**src/rtl/ltc2333_sampler.sv**
```systemverilog
// ltc2333_sampler
//   Drives an LTC2333 8-channel 18-bit SAR ADC. It issues periodic CNV pulses,
//   reads back one 24-bit word per channel over SCK/SDO, and programs the next
//   conversion's sequence entry over SDI. Conversions are summed per channel
//   over a window of nsum samples, and each sum is emitted as a one-hot write
//   strobe burst for the downstream timestamp FIFO stage.
//
// Ports
//   clk            IP clock
//   aresetn_local  asynchronous active-low reset
//   enable         run conversions (level)
//   trig_period    clk cycles between CNV rising edges (0/1: back-to-back)
//   nsum           conversions summed per output (0 treated as 1)
//   softspan       3-bit SoftSpan code per channel, channel k at [3k+2:3k]
//   cnv            ADC CNV; downstream also uses it as the timestamp trigger
//   sck            ADC serial clock, idles low
//   sdi            ADC configuration data, MSB first
//   sdo            ADC serial data, sampled on the sck rising edge
//   ch_data        signed per-channel sum, valid while ch_we is non-zero
//   ch_we          one-hot write strobe, bit k = channel k
//   frame_err      sticky: a returned channel id did not match its slot
//   overrun        sticky: a start pulse arrived while a frame was in flight
//
// T_CONV must exceed CNV_HIGH so that the WAIT phase is at least one cycle.
module ltc2333_sampler #(
  parameter int unsigned N_CH     = 8,
  parameter int unsigned SCK_DIV  = 2,
  parameter int unsigned CNV_HIGH = 4,
  parameter int unsigned T_CONV   = 60,
  parameter int unsigned SUM_W    = 32
) (
  input  logic             clk,
  input  logic             aresetn_local,
  input  logic             enable,
  input  logic [31:0]      trig_period,
  input  logic [15:0]      nsum,
  input  logic [23:0]      softspan,
  output logic             cnv,
  output logic             sck,
  output logic             sdi,
  input  logic             sdo,
  output logic [SUM_W-1:0] ch_data,
  output logic [7:0]       ch_we,
  output logic             frame_err,
  output logic             overrun
);

  localparam logic [15:0] CNV_LAST  = 16'(CNV_HIGH - 1);
  localparam logic [15:0] WAIT_LAST = 16'(T_CONV - CNV_HIGH - 1);
  localparam logic [15:0] PH_SAMP   = 16'(SCK_DIV - 1);
  localparam logic [15:0] PH_RISE   = 16'(SCK_DIV);
  localparam logic [15:0] PH_LAST   = 16'(2 * SCK_DIV - 1);
  localparam logic [2:0]  CH_LAST   = 3'(N_CH - 1);

  typedef enum logic [2:0] {
    S_IDLE,
    S_CNV,
    S_WAIT,
    S_SHIFT,
    S_ACC,
    S_EMIT
  } state_t;

  state_t           state_q, state_d;
  logic [31:0]      per_q, per_d;
  logic [15:0]      cnt_q, cnt_d;
  logic [15:0]      tmr_q, tmr_d;
  logic [4:0]       bpos_q, bpos_d;
  logic [2:0]       slot_q, slot_d;
  logic [22:0]      sh_q, sh_d;
  logic [17:0]      frm_q [N_CH];
  logic [17:0]      frm_d [N_CH];
  logic             iderr_q, iderr_d;
  logic [SUM_W-1:0] acc_q [N_CH];
  logic [SUM_W-1:0] acc_d [N_CH];
  logic [23:0]      span_q, span_d;
  logic             cnv_q, cnv_d;
  logic             sck_q, sck_d;
  logic             sdi_q, sdi_d;
  logic             frame_err_q, frame_err_d;
  logic             overrun_q, overrun_d;

  logic             short_per;
  logic             per_wrap;
  logic             start;
  logic [16:0]      cnt_inc;
  logic [15:0]      nsum_eff;
  logic [2:0]       span_sel;
  logic [23:0]      cfg_word;

  // Period counter and start pulse. A period of 0 or 1 degenerates into
  // "start whenever the FSM is idle", so it never reports an overrun.
  always_comb begin
    short_per = (trig_period <= 32'd1);
    per_wrap  = short_per || (per_q >= trig_period - 32'd1);
    start     = enable && per_wrap && (!short_per || (state_q == S_IDLE));
    if (!enable) begin
      per_d = '0;
    end else if (per_wrap) begin
      per_d = '0;
    end else begin
      per_d = per_q + 32'd1;
    end
  end

  always_comb begin
    state_d     = state_q;
    tmr_d       = tmr_q;
    bpos_d      = bpos_q;
    slot_d      = slot_q;
    sh_d        = sh_q;
    frm_d       = frm_q;
    iderr_d     = iderr_q;
    acc_d       = acc_q;
    cnt_d       = cnt_q;
    span_d      = span_q;
    frame_err_d = frame_err_q;
    overrun_d   = overrun_q | (start && (state_q != S_IDLE));
    cnt_inc     = 17'(cnt_q) + 17'd1;
    nsum_eff    = (nsum == 16'd0) ? 16'd1 : nsum;

    case (state_q)
      S_IDLE: begin
        // Leaving enable low abandons the current window entirely, so the
        // partial sums go with the sample count.
        if (!enable) begin
          cnt_d = '0;
          for (int unsigned k = 0; k < N_CH; k++) begin
            acc_d[k] = '0;
          end
        end
        if (start) begin
          state_d = S_CNV;
          tmr_d   = '0;
          span_d  = softspan;
          iderr_d = 1'b0;
        end
      end

      S_CNV: begin
        if (tmr_q == CNV_LAST) begin
          state_d = S_WAIT;
          tmr_d   = '0;
        end else begin
          tmr_d = tmr_q + 16'd1;
        end
      end

      S_WAIT: begin
        if (tmr_q == WAIT_LAST) begin
          state_d = S_SHIFT;
          tmr_d   = '0;
          bpos_d  = 5'd23;
          slot_d  = '0;
        end else begin
          tmr_d = tmr_q + 16'd1;
        end
      end

      S_SHIFT: begin
        // tmr_q is the sck phase; sdo is captured on the clk edge that
        // raises sck, i.e. while sdo still holds the bit set on the last fall.
        if (tmr_q == PH_SAMP) begin
          sh_d = {sh_q[21:0], sdo};
          if (bpos_q == 5'd0) begin
            frm_d[slot_q] = sh_q[22:5];
            if (sh_q[4:2] != slot_q) begin
              iderr_d = 1'b1;
            end
          end
        end
        if (tmr_q == PH_LAST) begin
          tmr_d = '0;
          if (bpos_q == 5'd0) begin
            bpos_d = 5'd23;
            if (slot_q == CH_LAST) begin
              state_d = S_ACC;
              slot_d  = '0;
            end else begin
              slot_d = slot_q + 3'd1;
            end
          end else begin
            bpos_d = bpos_q - 5'd1;
          end
        end else begin
          tmr_d = tmr_q + 16'd1;
        end
      end

      S_ACC: begin
        for (int unsigned k = 0; k < N_CH; k++) begin
          acc_d[k] = acc_q[k] + {{(SUM_W-18){frm_q[k][17]}}, frm_q[k]};
        end
        frame_err_d = frame_err_q | iderr_q;
        cnt_d       = cnt_inc[15:0];
        // >= so that lowering nsum mid-window emits immediately.
        if (cnt_inc >= {1'b0, nsum_eff}) begin
          state_d = S_EMIT;
          slot_d  = '0;
        end else begin
          state_d = S_IDLE;
        end
      end

      S_EMIT: begin
        if (slot_q == CH_LAST) begin
          state_d = S_IDLE;
          slot_d  = '0;
          cnt_d   = '0;
          for (int unsigned k = 0; k < N_CH; k++) begin
            acc_d[k] = '0;
          end
        end else begin
          slot_d = slot_q + 3'd1;
        end
      end

      default: begin
        state_d = S_IDLE;
      end
    endcase

    // Pin outputs are registered from the next state so they change cleanly
    // on a clk edge; sdi therefore moves together with the sck falling edge.
    span_sel = 3'(span_q >> (5'd3 * 5'(slot_d)));
    cfg_word = {1'b1, slot_d, span_sel, 17'b0};
    cnv_d    = (state_d == S_CNV);
    sck_d    = (state_d == S_SHIFT) && (tmr_d >= PH_RISE);
    sdi_d    = (state_d == S_SHIFT) ? cfg_word[bpos_d] : 1'b0;
  end

  always_ff @(posedge clk or negedge aresetn_local) begin
    if (!aresetn_local) begin
      state_q     <= S_IDLE;
      per_q       <= '0;
      cnt_q       <= '0;
      tmr_q       <= '0;
      bpos_q      <= '0;
      slot_q      <= '0;
      sh_q        <= '0;
      iderr_q     <= 1'b0;
      span_q      <= '0;
      cnv_q       <= 1'b0;
      sck_q       <= 1'b0;
      sdi_q       <= 1'b0;
      frame_err_q <= 1'b0;
      overrun_q   <= 1'b0;
      for (int unsigned k = 0; k < N_CH; k++) begin
        frm_q[k] <= '0;
        acc_q[k] <= '0;
      end
    end else begin
      state_q     <= state_d;
      per_q       <= per_d;
      cnt_q       <= cnt_d;
      tmr_q       <= tmr_d;
      bpos_q      <= bpos_d;
      slot_q      <= slot_d;
      sh_q        <= sh_d;
      iderr_q     <= iderr_d;
      span_q      <= span_d;
      cnv_q       <= cnv_d;
      sck_q       <= sck_d;
      sdi_q       <= sdi_d;
      frame_err_q <= frame_err_d;
      overrun_q   <= overrun_d;
      frm_q       <= frm_d;
      acc_q       <= acc_d;
    end
  end

  assign cnv       = cnv_q;
  assign sck       = sck_q;
  assign sdi       = sdi_q;
  assign frame_err = frame_err_q;
  assign overrun   = overrun_q;
  assign ch_data   = (state_q == S_EMIT) ? acc_q[slot_q] : '0;
  assign ch_we     = (state_q == S_EMIT) ? (8'd1 << slot_q) : '0;

endmodule
```
**config.mk**
```make
export PLATFORM = sky130hd
export DESIGN_NAME = ltc2333_sampler
export DESIGN_NICKNAME = d
export VERILOG_FILES = /design/src/rtl/ltc2333_sampler.sv
export SDC_FILE = /design/constraint.sdc
export NUM_CORES = 2
export LEC_CHECK = 0
export ABC_AREA = 1
export ABC_CLOCK_PERIOD_IN_PS = 3600
export BUFFER_PORTS_ARGS = -buffer_cell sky130_fd_sc_hd__buf_2
export CORE_MARGIN = 8
export CORE_UTILIZATION = 50
export DETAILED_ROUTE_END_ITERATION = 10
export PLACE_DENSITY = 0.66
export SKIP_CTS_REPAIR_TIMING = 1
export SYNTH_ARGS = -nofsm -noshare
export SYNTH_HDL_FRONTEND = slang
export SYNTH_SLANG_ARGS = --single-unit
```
**constraint.sdc**
```tcl
create_clock -name clk -period 3.6 [get_ports clk]
set_clock_uncertainty 0.1 [all_clocks]
set_input_delay 0.72 -clock clk [delete_from_list [all_inputs] [get_ports clk]]
set_output_delay 0.72 -clock clk [all_outputs]
set_load 0.02 [all_outputs]
```
==> results.cfg <==
[timing]
fin_crit_sh = 1.052
hold_viol_final = 0
setup_slack_ps = -186.1
period_minus_slack_ps = 3786
fmax_mhz = 264.1
maxSlewViolCount = 0
setup_viol_count_final = 21
worst_pin_slew_ps = 1124
timing.slew.headroom = 0.2488
rsz0062_at_grt = yes
fin_tns_setup_ps = -1787

[power_and_ir_drop]
ir_worst_vdd_mv = 0.6700
total_power_mw = 14.60
p_leak_nw = 20.83
power_density_nw_per_um2 = 344.2

[yosys]
syn_area_per_cell_um2 = 7.473
synth-async-reset-ratio = 1.000
ys_ff_latch = 528
synth_cells = 4906
synth.yosys.seq_area_share = 0.3604
syn-cell-area_um2 = 36660
ys.flop_type = dfrtp_1
synth_edf_count = 0
ys_types = 65
syn_nets = 5299
ys_warn_count = 0

[cts]
cts_buffers = 60
cts_tree = yes
cts_buffer_depth = 3
htreeDepth = 2
cts_sinks = 528
clk-insertion-delay-late_ps = 660
path_clk_slew_ps = 60
root_buffer = clkbuf_16

[cells_and_area]
synthToLayoutAreaGrowth_pct = 15.72
fill_cells = 6842
final_cell_mix = 1152 x nand2_1, 548 x o21ai_0, 525 x dfrtp_1, 509 x inv_1, 389 x a21oi_1
final_nets = 5546
drive_gt1_frac = 0.1178
mostFrequentLayoutCell = nand2_1
multi_input_area_um2 = 21480
finish.utilization = 0.5825
regArea_um2 = 13220
instances_no_fill = 6157

[critical_path]
reg2reg_from = cnt_q[0]
cp_cell_sequence = clkinv_1 > nor3_2 > buf_4 > a22oi_1 > a31oi_2 > buf_2
cp_slowest_stage_delay_ps = 470
r2r_end = sdi
start_kind = flip-flop
r2r_setup_slack_ps = 170
critical_path_peak_fanout = 22
arrival_ps = 2970
crit_family = buffers and inverters
criticalPathCategory = reg2out
end_kind = output pin
cp.required_ps = 2780
crit_path_top_delay_cell = dfrtp_2
worst-path-buf-inv = 3
rr_worst_depth = 30

[global_route]
grt.overflow.total = 0
grt_pass1_vias = 34208
grt_util_all_layers = 0.2811
grt_pass1_wl_um = 186400
antenna_found_initial = 5
grt_max_degree = 156

[detailed_routing]
wl_per_cell_um = 19.26
vias_per_cell = 5.687
drt_iter0_drc = 2867
routed_wl_um = 118600
route.vias.total = 35016
dr.pass1.iters = 6
ant_nets = 0
drcViolationCount = 0

[floorplanning]
io_pins = 121
core-area_um2 = 72830
dieArea_um2 = 82250
rows = 99
start_util = 0.5034
die_y_um = 286.8
chipWidth_um = 286.8

[placement]
io_buffers = 120
place_congestion = 1.005
dpl.hpwl_um = 87360
dp.cells = 6029
pre_cts_slack_ps = -763.4

[worst_hold_path]
hold_path_depth = 3
hp-class = in2reg
min_to = span_q[21]
hp-start = softspan[21]

[status]
status = complete, but fails checks
violations = setup timing

[flow_run]
drv_cap = 0
## cell usage after synthesis, types with 6 or more instances
cell type	number	area [um^2]
a41oi_1	21	183.9
o22ai_1	69	431.7
o21ai_0	553	2768
nor2_2	10	62.56
dfrtp_1	528	13210
xor2_1	118	1033
a31oi_1	52	325.3
ha_1	309	3866
a22o_1	16	140.1
nand2_1	1165	4373
nor4_1	23	143.9
nand2_2	6	37.54
nor3_1	82	410.4
o21ai_1	34	170.2
o21bai_1	14	105.1
a21oi_1	394	1972
xnor2_1	39	341.6
buf_2	25	125.1
a221oi_1	50	437.9
a21boi_0	9	67.56
nand4_1	33	206.5
o211ai_1	14	105.1
inv_2	24	90.09
o21a_1	22	165.2
a21o_1	17	127.6
a22oi_1	31	232.7
or2_2	13	81.33
inv_1	525	1971
nand3_1	158	790.8
o221a_2	6	67.56
clkbuf_1	95	356.6
fa_1	8	160.2
buf_1	6	22.52
o221ai_1	12	105.1
nor2_1	356	1336
a32o_1	9	90.09
## cell families (layout without fill, tap and decap cells)
| family | after synthesis | in the layout | share of synthesized area |
|---|---|---|---|
| AOI/OAI and AO/OA | 1348 | 1348 | 0.2104 |
| xor gates and xnor gates | 157 | 157 | 0.03750 |
| adders and majority gates | 317 | 317 | 0.1098 |
| buffers and inverters | 681 | 971 | 0.07119 |
| DFF | 528 | 528 | 0.3604 |
| other | 0 | 1 | 0 |
| and+or+nand+nor | 1875 | 1876 | 0.2107 |
## power breakdown
| part | internal, mW | total, mW | leakage [nW] | switching [mW] |
|---|---|---|---|---|
| Sequential | 6.05 | 6.17 | 7.34 | 0.126 |
| Clock | 3.67 | 6.30 | 0.999 | 2.63 |
| Combinational | 0.561 | 2.13 | 12.5 | 1.56 |
## worst min-delay path, stage by stage
cell	delay, ps
buf_2	70
nand2_1	40
nand2_1	40
## metal layers
metal	vias to the layer above	routed length, um	GRT usage
met5	-	11	0
met4	2	4457	0.09672
met3	226	6937	0.03035
met2	1037	54050	0.4574
met1	16536	53130	0.3886
li1	17215	-	-
## cell type report
cell class | instances | share of cell area
Clock buffer | 84 | 0.04129
Multi-Input combinational cell | 3698 | 0.5063
Sequential cell | 528 | 0.3115
Antenna cell | 1 | 0.00005898
Timing Repair Buffer | 313 | 0.05645
Clock inverter | 22 | 0.006429
Tap cell | 959 | 0.02828
Inverter | 552 | 0.04972
## per-stage QoR
step	cell area [um^2]	hold slack (ps)
floorplan	36750	324.4
global placement	39580	365.5
detailed placement	39580	368.2
CTS	41610	-45.21
global route	42430	139.9
finish	42430	156.0
## worst max-delay path by stage
stage	from	cells after the start	endpoint	slack [ps]
after floorplan	trig_period[1]	27	sck	-230
after global placement	trig_period[0]	29	sck	-670
after detailed placement	trig_period[1]	27	sck	-760
after CTS	slot_q[0]	7	ch_data[21]	-560
after global routing	trig_period[1]	29	sck	-340
final	slot_q[0]	6	ch_data[18]	-190
## state kept, by name, indices dropped and copies added, names as in the netlist
| register | flops |
|---|---|
| span_q | 24 |
| sck | 1 |
| tmr_q | 16 |
| frm_q | 144 |
| bpos_q | 5 |
| state_q | 3 |
| sh_q | 23 |
| frame_err | 1 |
| cnt_q | 16 |
| cnv | 1 |
| overrun | 1 |
| slot_q | 3 |
| sdi | 1 |
| iderr_q | 1 |
| acc_q | 256 |
| per_q | 32 |
(Power assumes the default switching activity.)
